<file path="config.mk">
export PLATFORM = sky130hd
export DESIGN_NAME = key_mode_ctrl
export DESIGN_NICKNAME = d
export VERILOG_FILES = /design/src/rtl/neuai_led_pkg.sv /design/src/rtl/key_debounce.sv /design/src/rtl/key_mode_ctrl.sv
export SDC_FILE = /design/constraint.sdc
export NUM_CORES = 1
export LEC_CHECK = 0
export BUFFER_PORTS_ARGS = -buffer_cell sky130_fd_sc_hd__clkbuf_2
export CORE_MARGIN = 4
export CORE_UTILIZATION = 26
export CTS_BUF_LIST = sky130_fd_sc_hd__clkbuf_8
export DETAILED_ROUTE_END_ITERATION = 10
export SLEW_MARGIN = 15
export SYNTH_ARGS = -nofsm -noshare
export SYNTH_HDL_FRONTEND = slang
export SYNTH_SLANG_ARGS = --single-unit
</file>
<file path="constraint.sdc">
create_clock -name w_clk_1ms -period 4.2 [get_ports w_clk_1ms]
set_clock_uncertainty 0.15 [all_clocks]
set_input_delay 0 -clock w_clk_1ms [delete_from_list [all_inputs] [get_ports w_clk_1ms]]
set_output_delay 0 -clock w_clk_1ms [all_outputs]
set_load 0.02 [all_outputs]
</file>
<file path="src/rtl/neuai_led_pkg.sv">
// Shared types and constants for the LED key/mode control slice.
package neuai_led_pkg;

  localparam int PERIOD_W = 11;
  localparam logic [1:0] SPEED_RESET = 2'd2;

  typedef enum logic [1:0] {
    DB_UP        = 2'd0,
    DB_CONF_DOWN = 2'd1,
    DB_DOWN      = 2'd2,
    DB_CONF_UP   = 2'd3
  } db_state_t;

  // Breath half-period doubles with every speed step.
  function automatic logic [PERIOD_W-1:0] speed_to_period(input logic [1:0] speed);
    logic [PERIOD_W-1:0] period;
    case (speed)
      2'd0:    period = 11'd250;
      2'd1:    period = 11'd500;
      2'd2:    period = 11'd1000;
      default: period = 11'd2000;
    endcase
    return period;
  endfunction

endpackage

</file>
<file path="src/rtl/key_debounce.sv">
// Single-key synchronizer + debounce FSM with press pulse and, when
// LONG_PRESS_EN is defined, a one-shot long-press pulse.
module key_debounce
  import neuai_led_pkg::*;
#(
  parameter int DEBOUNCE_MS = 20,
  parameter int LONG_MS     = 1000
) (
  input  logic w_clk_1ms,
  input  logic w_rst,
  input  logic key_n,
  output logic level,
  output logic press,
  output logic long_press
);

  if (DEBOUNCE_MS < 2 || DEBOUNCE_MS > 255 || LONG_MS <= DEBOUNCE_MS || LONG_MS > 4095) begin : g_bad_params
    $error("key_debounce: DEBOUNCE_MS or LONG_MS out of range");
  end

  // The entry sample into a confirm state counts as the first stable sample.
  localparam logic [7:0] DEB_LAST = 8'(DEBOUNCE_MS - 2);

  logic [1:0] sync;
  logic       pressed;
  db_state_t  state, state_next;
  logic [7:0] cnt, cnt_next;
  logic       press_next;

  // Synchronizer stores the inverted key so its reset value means "released".
  always_ff @(posedge w_clk_1ms or negedge w_rst) begin
    if (!w_rst) sync <= 2'b00;
    else        sync <= {sync[0], ~key_n};
  end

  assign pressed = sync[1];

  always_ff @(posedge w_clk_1ms or negedge w_rst) begin
    if (!w_rst) begin
      state <= DB_UP;
      cnt   <= 8'd0;
      press <= 1'b0;
    end else begin
      state <= state_next;
      cnt   <= cnt_next;
      press <= press_next;
    end
  end

  always_comb begin
    state_next = state;
    cnt_next   = cnt;
    press_next = 1'b0;
    case (state)
      DB_UP: begin
        if (pressed) begin
          state_next = DB_CONF_DOWN;
          cnt_next   = 8'd0;
        end
      end
      DB_CONF_DOWN: begin
        if (!pressed) begin
          state_next = DB_UP;
        end else if (cnt == DEB_LAST) begin
          state_next = DB_DOWN;
          press_next = 1'b1;
        end else begin
          cnt_next = cnt + 8'd1;
        end
      end
      DB_DOWN: begin
        if (!pressed) begin
          state_next = DB_CONF_UP;
          cnt_next   = 8'd0;
        end
      end
      DB_CONF_UP: begin
        if (pressed) begin
          state_next = DB_DOWN;
        end else if (cnt == DEB_LAST) begin
          state_next = DB_UP;
        end else begin
          cnt_next = cnt + 8'd1;
        end
      end
      default: state_next = DB_UP;
    endcase
  end

  assign level = (state == DB_DOWN) || (state == DB_CONF_UP);

`ifdef LONG_PRESS_EN
  localparam logic [11:0] LONG_LAST = 12'(LONG_MS - 1);

  logic [11:0] hold;
  logic        fired;

  // Hold time starts at the press pulse; one shot until the key is back up.
  always_ff @(posedge w_clk_1ms or negedge w_rst) begin
    if (!w_rst) begin
      hold       <= 12'd0;
      fired      <= 1'b0;
      long_press <= 1'b0;
    end else begin
      long_press <= 1'b0;
      if (!level) begin
        hold  <= 12'd0;
        fired <= 1'b0;
      end else if (!fired) begin
        if (hold == LONG_LAST) begin
          long_press <= 1'b1;
          fired      <= 1'b1;
        end else begin
          hold <= hold + 12'd1;
        end
      end
    end
  end
`else
  assign long_press = 1'b0;
`endif

endmodule

</file>
<file path="src/rtl/key_mode_ctrl.sv">
// Three debounced keys driving breath speed and enable; optional long-press
// restore of defaults is built when LONG_PRESS_EN is defined.
module key_mode_ctrl
  import neuai_led_pkg::*;
#(
  parameter int DEBOUNCE_MS = 20,
  parameter int LONG_MS     = 1000
) (
  input  logic                w_clk_1ms,
  input  logic                w_rst,
  input  logic [2:0]          w_key_in,
  output logic [2:0]          o_level,
  output logic [2:0]          o_press,
  output logic [2:0]          o_long,
  output logic [1:0]          o_speed_sel,
  output logic [PERIOD_W-1:0] o_period_ms,
  output logic                o_breath_en
);

  for (genvar i = 0; i < 3; i++) begin : g_key
    key_debounce #(
      .DEBOUNCE_MS(DEBOUNCE_MS),
      .LONG_MS    (LONG_MS)
    ) u_key (
      .w_clk_1ms (w_clk_1ms),
      .w_rst     (w_rst),
      .key_n     (w_key_in[i]),
      .level     (o_level[i]),
      .press     (o_press[i]),
      .long_press(o_long[i])
    );
  end

  // A long press on key2 overrides any same-cycle speed step.
  always_ff @(posedge w_clk_1ms or negedge w_rst) begin
    if (!w_rst) begin
      o_speed_sel <= SPEED_RESET;
      o_period_ms <= speed_to_period(SPEED_RESET);
      o_breath_en <= 1'b1;
    end else begin
      o_period_ms <= speed_to_period(o_speed_sel);
      if (o_long[2]) begin
        o_speed_sel <= SPEED_RESET;
        o_breath_en <= 1'b1;
      end else begin
        if (o_press[0] && !o_press[1] && o_speed_sel != 2'd3)
          o_speed_sel <= o_speed_sel + 2'd1;
        else if (o_press[1] && !o_press[0] && o_speed_sel != 2'd0)
          o_speed_sel <= o_speed_sel - 2'd1;
        if (o_press[2])
          o_breath_en <= ~o_breath_en;
      end
    end
  end

endmodule

</file>
==> reports/metrics.yaml, run 1 <==
die_area_mm2: 0.0111
clk_latency_ns: 0.30
antenna_cells_inserted: 0
total_gr_overflow: 0
slew_violations: 0
crit_required_ns: 4.24
std_cell_rows: 35
worstPathArrival_ns: 2.24
clk_path_buf_depth: 2
crit-reg2reg-launch: "g_key[1].u_key.cnt[0]"
critical-path-slowest-cell: "sky130_fd_sc_hd__nor4_1"
place.gp.congestion: 0.823
maxCapViolCount: 0
drt_pass1_iterations: 4
fillerInstances: 958
timing.critical_path.from: "g_key[1].u_key.cnt[0]"
endpoint_kind: "flip-flop"
timing_worst_slew_pin_value_ns: 0.914
timing.critical_path.max_delay_family: "simple AND/OR/NAND/NOR gates"
yosysSeqAreaShare_pct: 51.2
hold_slack_ns: 0.185
cts_tree: "yes"
area_delta_synth_final_pct: 14.7
num-nets-final: 276
placement.io_buffers: 21
grt_setup_unrepaired: "no"
setup_violations: 0
detail-route-antenna-nets: 0
drt-vias-per-instance: 4.42
timing_worst_setup_path_type: "reg2reg"
syn_area_per_cell_um2: 10.1
cts_root_buf: "sky130_fd_sc_hd__clkbuf_8"
finalWirelength_um: 4410
postSynthRegisterBits: 50
track_usage_pct: 8.19
powerDensity_mw_per_mm2: 359
cts_buffers: 5
grt_first_pass_wirelength_um: 7550
dp.cells: 378
status: "complete, no violations"
initialDrtViolationCount: 90
start_kind: "flip-flop"
drc_errors: 0
cp_cell_sequence: "inv_1, ha_1, nand4bb_1, nor4_1, nand2_1, mux2_2"
timing_hold_violations_final: 0
fp.dieW_um: 105
ir_drop_uv: 186
floorplan.initialDensity_pct: 26.6
post_cts_buffers: 0
cts_htree_levels: 2
synth.cell_area_mm2: 0.00246
yosys_warnings: 0
place.detailed.hpwl_um: 3020
power_leakage_nw: 1.30
layoutNonFillerInstCount: 390
asyncSetResetFlopFracSynth_pct: 100
synth.distinct_cells: 45
via_count_of_the_first_global_routing_pass: 1585
footprint_of_the_multi_input_gates_mm2: 0.00104
core_area_mm2: 0.00924
top_fanout_value_on_the_critical_path: 7
timing.critical_path.depth: 6
vias: 1723
worst_reg2reg_path_depth: 6
post-route-period-util_pct: 52.4
post_layout_minimum_cycle_time_ns: 2.20
path_buf_inv: 1
fp.dieH_um: 105
fmax_mhz: 454
cts_repair_resize_count: 0
numClockSinks: 50
layout-drive-gt1-share_pct: 18.4
regToRegSetupSlack_ns: 2.00
finalSetupTns_ns: 0
wl_per_cell_um: 11.3
grt_antenna_before_repair: 0
synth_edf_count: 0
clk_transition_reported_paths_ns: 0.08
worstHoldPathType: "in2async"
relSlewSlack_pct: 38.5
io_pins: 28
synthCells: 243
synth-main-ff-cell: "sky130_fd_sc_hd__dfrtp_1"
regArea_mm2: 0.00126
pin_count_of_the_biggest_net_entering_global_routing: 51
critical_path.max_stage_delay_ns: 0.70
==> state kept, by name (all words and copies together) (netlist names), named ones only <==
name and flops:
g_key.u_key.cnt 24, g_key.u_key.press 3, g_key.u_key.state 3, g_key.u_key.sync 6
o_breath_en 1, o_period_ms 8, o_speed_sel 2
==> power breakdown <==
group | total [mW] | switching (mW) | internal [mW]
clock | 0.411 | 0.157 | 0.254
sequential | 0.530 | 0.0294 | 0.501
combinational | 0.0703 | 0.0410 | 0.0293
total | 1.01 | 0.227 | 0.784
==> per-stage QoR <==
step | setup slack [ns] | util, % | power (mW) | instance area, µm²
finish | 2.00 | 30.5 | 1.01 | 2820
global route | 1.83 | 30.5 | 1.06 | 2820
CTS | 1.97 | 30.4 | 1.03 | 2810
detailed placement | 1.98 | 28.5 | 0.608 | 2630
global placement | 2.06 | 28.5 | 0.604 | 2630
floorplan | 2.10 | - | 0.583 | 2470
==> cells in the mapped netlist, drive strengths merged, types with 3 or more instances <==
| library cell | instances | area [µm²] |
|---|---|---|
| nand3b | 4 | 30.0 |
| o31ai | 4 | 30.0 |
| nor2 | 14 | 52.6 |
| nor3b | 3 | 22.5 |
| mux2 | 5 | 60.1 |
| xor2 | 3 | 26.3 |
| buf | 13 | 95.1 |
| o21ai | 12 | 60.1 |
| clkbuf | 8 | 30.0 |
| ha | 11 | 138 |
| and3 | 5 | 31.3 |
| nand3 | 14 | 70.1 |
| dfstp | 6 | 158 |
| dfrtp | 44 | 1100 |
| mux2i | 3 | 30.0 |
| nand2 | 29 | 109 |
| nor3 | 6 | 30.0 |
| a22o | 3 | 26.3 |
| xnor2 | 4 | 35.0 |
| a21oi | 9 | 45.0 |
| inv | 14 | 52.6 |
==> kinds of logic after synthesis <==
family | after synthesis | synth area share (%)
multiplexers | 8 | 3.66
AO/OA/AOI/OAI | 40 | 10.8
buffers and inverters | 35 | 7.23
AND/OR/NAND/NOR | 90 | 18.7
flip-flops | 50 | 51.2
adder cells (fa/ha/maj) | 11 | 5.60
XOR/XNOR | 7 | 2.49
other | 2 | 0.305
==> routing by layer <==
| metal | track usage [%] | routed length, µm | vias up |
|---|---|---|---|
| met5 | 0 | 0 | - |
| met4 | 3.19 | 82 | 0 |
| met3 | 2.08 | 162 | 8 |
| met2 | 12.7 | 2020 | 27 |
| met1 | 11.0 | 2140 | 830 |
| li1 | - | - | 858 |
==> how the worst min path moves through the flow <==
stage / start / to / slack (ns) / cells past startpoint
6_report: w_rst / g_key[1].u_key.sync[1] / 0.18 / 3
5_1_grt: g_key[1].u_key.sync[0] / g_key[1].u_key.sync[1] / 0.22 / 0
4_1_cts: w_rst / g_key[1].u_key.sync[0] / 0.20 / 3
3_5_place_dp: w_rst / g_key[1].u_key.sync[0] / 0.0001 / 2
3_3_place_gp: w_rst / o_speed_sel[0] / -0.004 / 2
2_1_floorplan: w_rst / asynchronous set/reset pin / -0.45 / 0
==> what timing repair did <==
action / in CTS / in global routing
hold buffers: 4 / 0
hold endpoints to repair: 47 / 0
setup endpoints to repair: 0 / 0
==> layout make-up <==
type | count | area share [%]
inverters | 14 | 1.86
multi-input cells | 162 | 37.0
clock buffers | 6 | 2.93
clock inverters | 2 | 2.13
repair buffers | 27 | 5.68
well taps | 129 | 5.72
flip-flops and latches | 50 | 44.6
==> worst register-to-register path: stages, from the launching register on <==
cell	delay (ns)
sky130_fd_sc_hd__dfrtp_1	0.43
sky130_fd_sc_hd__inv_1	0.08
sky130_fd_sc_hd__ha_1	0.14
sky130_fd_sc_hd__nand4bb_1	0.09
sky130_fd_sc_hd__nor4_1	0.70
sky130_fd_sc_hd__nand2_1	0.19
sky130_fd_sc_hd__mux2_2	0.31
==> layout by cell type, fill, tap and decap left out, drive strengths merged, types with 5 or more instances in the layout <==
master,count
a21oi,9
and3,5
clkbuf,27
conb,6
dfrtp,44
dfstp,6
ha,11
inv,14
mux2,5
nand2,29
nand3,14
nor2,14
nor3,6
o21ai,12
Power figures use the tool's default switching activity.
==> run 2, diff against run 1 <==
clock period = 2.3 ns   (was 4.2 ns; I/O delays follow)
==> run 2 against run 1 <==
Sequential share of layout area is 0.40 points higher; register-to-register slack worse by 1.9 ns; via count is 0.93% higher; global-route usage is 0.22 points higher; total power is 61% higher; hold slack worse by 0.14 ns; flip-flop and latch count stayed put; fmax is 1.1% higher; critical path type unchanged.
==> reports/metrics.yaml, run 2 (synthesis gave the netlist of run 1 again) <==
worstHoldPathType: "in2async"
cts_buffers: 5
critical_path.max_stage_delay_ns: 0.51
wl_per_cell_um: 11.3
drt_pass1_iterations: 4
antenna_cells_inserted: 0
vias: 1739
finish.instance_area_mm2: 0.00280
dp.cells: 382
cts_root_buf: "sky130_fd_sc_hd__clkbuf_8"
layout-drive-gt1-share_pct: 19.2
timing_hold_violations_final: 0
number_of_flip_flops_under_the_largest_register_name: 24
pin_count_of_the_biggest_net_entering_global_routing: 22
worst_reg2reg_path_depth: 5
layoutNonFillerInstCount: 394
crit_required_ns: 2.33
total_gr_overflow: 0
largestRegisters: "g_key.u_key.cnt: 24 flops, o_period_ms: 8 flops, g_key.u_key.sync: 6 flops"
power.combinational.fraction_pct: 8.1
mostFrequentLayoutCells: "sky130_fd_sc_hd__dfrtp_1, sky130_fd_sc_hd__nand2_1, sky130_fd_sc_hd__clkbuf_2"
grt_antenna_before_repair: 0
layout_commonest_cell: "sky130_fd_sc_hd__dfrtp_1"
top_fanout_value_on_the_critical_path: 4
finalWirelength_um: 4440
io_pins: 28
clk_path_buf_depth: 2
drc_errors: 0
postPlaceCellArea_mm2: 0.00266
critical-path-slowest-cell: "sky130_fd_sc_hd__or4_4"
fmax_mhz: 459
cts_tree: "yes"
setup_violations: 0
pint_mw: 1.21
ir_drop_uv: 263
num-nets-final: 280
placement.setup.worst_slack_ns: 0.139
clock_power_share_pct: 32.5
sequential_group_share_of_total_power_pct: 59.4
area_delta_synth_final_pct: 13.7
placement.io_buffers: 21
numClockSinks: 50
maxCapViolCount: 0
drt-vias-per-instance: 4.41
power.share.switching_pct: 25.6
die_area_mm2: 0.0111
detail-route-antenna-nets: 0
power_leakage_nw: 1.30
post-route-util_pct: 30.3
finalSetupTns_ns: 0
powerDensity_mw_per_mm2: 583
clk_latency_ns: 0.29
track_usage_pct: 8.41
cts_repair_resize_count: 0
core_area_mm2: 0.00924
status: "complete, no violations"
crit-reg2reg-launch: "g_key[2].u_key.cnt[0]"
largest_register: "g_key.u_key.cnt"
floorplan.initialDensity_pct: 26.6
cp_cell_sequence: "inv_1, ha_1, or4b_1, or4_4, mux2_4"
timing.critical_path.from: "g_key[2].u_key.cnt[0]"
initialDrtViolationCount: 23
timing_worst_slew_pin_value_ns: 0.541
clk_transition_reported_paths_ns: 0.09
regToRegSetupSlack_ns: 0.12
fp.dieW_um: 105
worstPathArrival_ns: 2.21
start_kind: "flip-flop"
via_count_of_the_first_global_routing_pass: 1630
std_cell_rows: 35
fp.dieH_um: 105
relSlewSlack_pct: 63.7
place.detailed.hpwl_um: 3230
post-route-period-util_pct: 94.6
timing_worst_setup_path_type: "reg2reg"
grt_first_pass_wirelength_um: 7710
grt_setup_unrepaired: "no"
timing.final.ws_setup_ns: 0.123
slew_violations: 0
place.gp.congestion: 0.809
cts_htree_levels: 2
p_sw_uw: 418
endpoint_kind: "flip-flop"
post_layout_minimum_cycle_time_ns: 2.18
## run 2: cell types whose count changed in the layout (fill, tap and decap cells not counted)
cell and delta:
sky130_fd_sc_hd__clkinv_2 +1, sky130_fd_sc_hd__xnor2_1 +1, sky130_fd_sc_hd__bufinv_16 -2, sky130_fd_sc_hd__xnor2_2 -1, sky130_fd_sc_hd__clkinvlp_4 +1, sky130_fd_sc_hd__buf_4 +4
## run 2: critical path, delay by kind of cell (launching register included)
family,cells,cell delay (ns)
buffers and inverters,1,0.10
and+or+nand+nor,2,0.97
adders and majority gates,1,0.14
DFF,1,0.41
muxes,1,0.30
## run 2: worst min-delay path by stage
stage | endpoint | slack, ns | cells past startpoint
after detailed placement | g_key[1].u_key.sync[0] | -0.15 | 1
after global placement | g_key[0].u_key.press | -0.15 | 1
after global routing | g_key[1].u_key.sync[1] | 0.11 | 2
final | g_key[1].u_key.sync[0] | 0.05 | 2
after CTS | g_key[1].u_key.sync[0] | 0.06 | 2
after floorplan | asynchronous set/reset pin | -0.45 | 0
## run 2: power groups by stage
stage / Clock (mW) / Combinational (mW) / Sequential (mW)
2_1_floorplan: 0 / 0.0978 / 0.967
3_3_place_gp: 0 / 0.126 / 0.982
3_5_place_dp: 0 / 0.129 / 0.984
4_1_cts: 0.555 / 0.134 / 0.967
5_1_grt: 0.592 / 0.152 / 0.976
6_report: 0.531 / 0.132 / 0.968
## run 2: layer usage
| metal | track usage [%] | share of wire (%) | up-vias |
|---|---|---|---|
| met2 | 13.3 | 45 | 23 |
| met5 | 0 | 0 | - |
| met4 | 2.81 | 1.6 | 0 |
| met1 | 11.1 | 50 | 845 |
| li1 | - | - | 865 |
| met3 | 2.39 | 3.3 | 6 |
## run 2: area by class of cell
| class | count | area [µm²] |
|---|---|---|
| inverters | 14 | 52.6 |
| multi-input cells | 162 | 1040 |
| fillers | 986 | 6440 |
| repair buffers | 31 | 190 |
| well taps | 129 | 161 |
| clock inverters | 2 | 12.5 |
| flip-flops and latches | 50 | 1260 |
| clock buffers | 6 | 82.6 |
## run 2: timing repair
item                                    in CTS  in global routing
hold endpoints to repair                    49                  0
hold buffers                                 4                  0
endpoints found under the setup margin       0                  0
buffers inserted                             0                  0
## run 2: through the flow
stage          power, mW  hold WS, ns
3_3_place_gp        1.11       -0.146
3_5_place_dp        1.11       -0.147
4_1_cts             1.66       0.0555
6_report            1.63       0.0489
5_1_grt             1.72        0.109
2_1_floorplan       1.07       -0.446
==> run 3, diff against run 2 <==
CELL_PAD_IN_SITES_DETAIL_PLACEMENT = 1   (was unset)
CELL_PAD_IN_SITES_GLOBAL_PLACEMENT = 1   (was unset)
PLACE_DENSITY_LB_ADDON = 0.1   (was unset)
==> run 3 against run 2 <==
Global-route usage is 1.8 points higher; sequential power down 0.4%; non-clock buffer count rose by 1; utilization grew 0.28 points; combinational power grew 9%; clock-buffer cell count down 1; fmax down 2.5%; critical path type unchanged; highest routed layer unchanged.
==> reports/metrics.yaml, run 3 (synthesis gave the netlist of run 1 again) <==
timing_hold_violations_final: 0
crit_required_ns: 2.34
floorplan.initialDensity_pct: 26.6
cp_cell_sequence: "inv_1, ha_1, or4b_1, or4_4, mux2_4"
worstHoldPathType: "in2async"
wl_per_cell_um: 13.4
number_of_flip_flops_under_the_largest_register_name: 24
mostFrequentLayoutCells: "sky130_fd_sc_hd__dfrtp_1, sky130_fd_sc_hd__nand2_1, sky130_fd_sc_hd__clkbuf_2"
grt_setup_unrepaired: "no"
io_pins: 28
finalSetupTns_ns: 0
detail-route-antenna-nets: 0
fp.dieW_um: 105
power_leakage_nw: 1.30
antenna_cells_inserted: 0
vias: 1737
worst_reg2reg_path_depth: 5
post-route-period-util_pct: 97.0
initialDrtViolationCount: 18
area_delta_synth_final_pct: 14.8
core_area_mm2: 0.00924
endpoint_kind: "flip-flop"
setup_violations: 0
clk_transition_reported_paths_ns: 0.10
drt_pass1_iterations: 4
ir_drop_uv: 255
critical-path-slowest-cell: "sky130_fd_sc_hd__or4_4"
post_cts_buffers: 0
std_cell_rows: 35
fp.dieH_um: 105
timing_worst_setup_path_type: "reg2reg"
via_count_of_the_first_global_routing_pass: 1816
num-nets-final: 281
postPlaceCellArea_mm2: 0.00267
place.detailed.hpwl_um: 3670
maxCapViolCount: 0
largest_register: "g_key.u_key.cnt"
timing_worst_slew_pin_value_ns: 0.670
post_layout_minimum_cycle_time_ns: 2.23
placement.io_buffers: 21
drt-vias-per-instance: 4.40
cts_tree: "yes"
cts_root_buf: "sky130_fd_sc_hd__clkbuf_8"
die_area_mm2: 0.0111
fmax_mhz: 448
regArea_mm2: 0.00126
grt_antenna_before_repair: 0
start_kind: "flip-flop"
critical_path.max_stage_delay_ns: 0.51
total_gr_overflow: 0
finish.instance_area_mm2: 0.00282
post-route-util_pct: 30.5
powerDensity_mw_per_mm2: 622
layout-drive-gt1-share_pct: 19.5
numClockSinks: 50
worstPathArrival_ns: 2.28
relSlewSlack_pct: 55.3
largestRegisters: "g_key.u_key.cnt: 24 flops, o_period_ms: 8 flops, g_key.u_key.sync: 6 flops"
track_usage_pct: 10.3
finalWirelength_um: 5280
drc_errors: 0
clk_latency_ns: 0.30
grt_first_pass_wirelength_um: 9180
top_fanout_value_on_the_critical_path: 4
cts_buffers: 5
footprint_of_the_multi_input_gates_mm2: 0.00104
pin_count_of_the_biggest_net_entering_global_routing: 51
slew_violations: 0
layout_commonest_cell: "sky130_fd_sc_hd__dfrtp_1"
place.gp.congestion: 0.682
cts_htree_levels: 2
clk_path_buf_depth: 2
status: "complete, no violations"
fillerInstances: 1065
## run 3: cell count changes in the layout (fill, tap and decap cells not counted), sizes merged
| cell | before | now |
|---|---|---|
| clkinv | 1 | 0 |
| buf | 6 | 7 |
| clkinvlp | 1 | 2 |
| bufinv | 0 | 1 |
| clkbuf | 27 | 26 |
## run 3: where the power goes
group          leakage (nW)  internal, mW  switching, mW
registers             0.639         0.914         0.0499
clock network        0.0504         0.324          0.321
logic                 0.614        0.0595         0.0850
## run 3: worst paths after layout
kind	start	end	slack (ns)
setup / recovery	g_key[2].u_key.cnt[0]	flip-flop	0.07
hold / removal	w_rst	g_key[2].u_key.cnt[7]	0.18
setup reg to reg	g_key[2].u_key.cnt[0]	flip-flop	0.07
hold reg to reg	g_key[2].u_key.sync[0]	g_key[2].u_key.sync[1]	0.21
max in group asynchronous	w_rst	g_key[2].u_key.cnt[6]	1.35
min in group w_clk_1ms	g_key[2].u_key.sync[0]	g_key[2].u_key.sync[1]	0.21
## run 3: per-stage QoR
stage               power [mW]  cells  hold WS [ns]  worst slack, ns
floorplan                 1.07    247        -0.446            0.197
global placement          1.12    383      -0.00690            0.145
detailed placement        1.12    383      -0.00275           0.0992
CTS                       1.80    395         0.192           0.0554
global route              1.86    395         0.222          0.00742
finish                    1.75    395         0.182           0.0684
## run 3: timing repair
item	in CTS	in global routing
hold endpoints to repair	47	0
hold buffers	4	0
resized for setup	0	0
endpoints found under the setup margin	0	2
## run 3: cell type report
cell class	count	share of cell area, %
sequential	50	44.6
multi-input combinational	162	36.8
clock buffer	5	2.44
inverter	14	1.86
tap	129	5.72
clock inverter	3	1.60
timing repair buffer	32	7.01
## run 3: critical path, delay by kind of cell, from the launching register on
| kind | cells | cell delay (ns) |
|---|---|---|
| buffers and inverters | 1 | 0.11 |
| AND/OR/NAND/NOR | 2 | 0.97 |
| multiplexers | 1 | 0.30 |
| adder cells (fa/ha/maj) | 1 | 0.17 |
| flip-flops | 1 | 0.42 |
## run 3: routing by layer
metal	track usage (%)	part of all wire [%]	wire length [µm]	up-vias
li1	-	-	-	860
met1	14.0	50	2650	853
met2	16.0	46	2430	22
met3	2.69	3.0	160	2
met4	2.81	0.68	36	0
met5	0	0	0	-
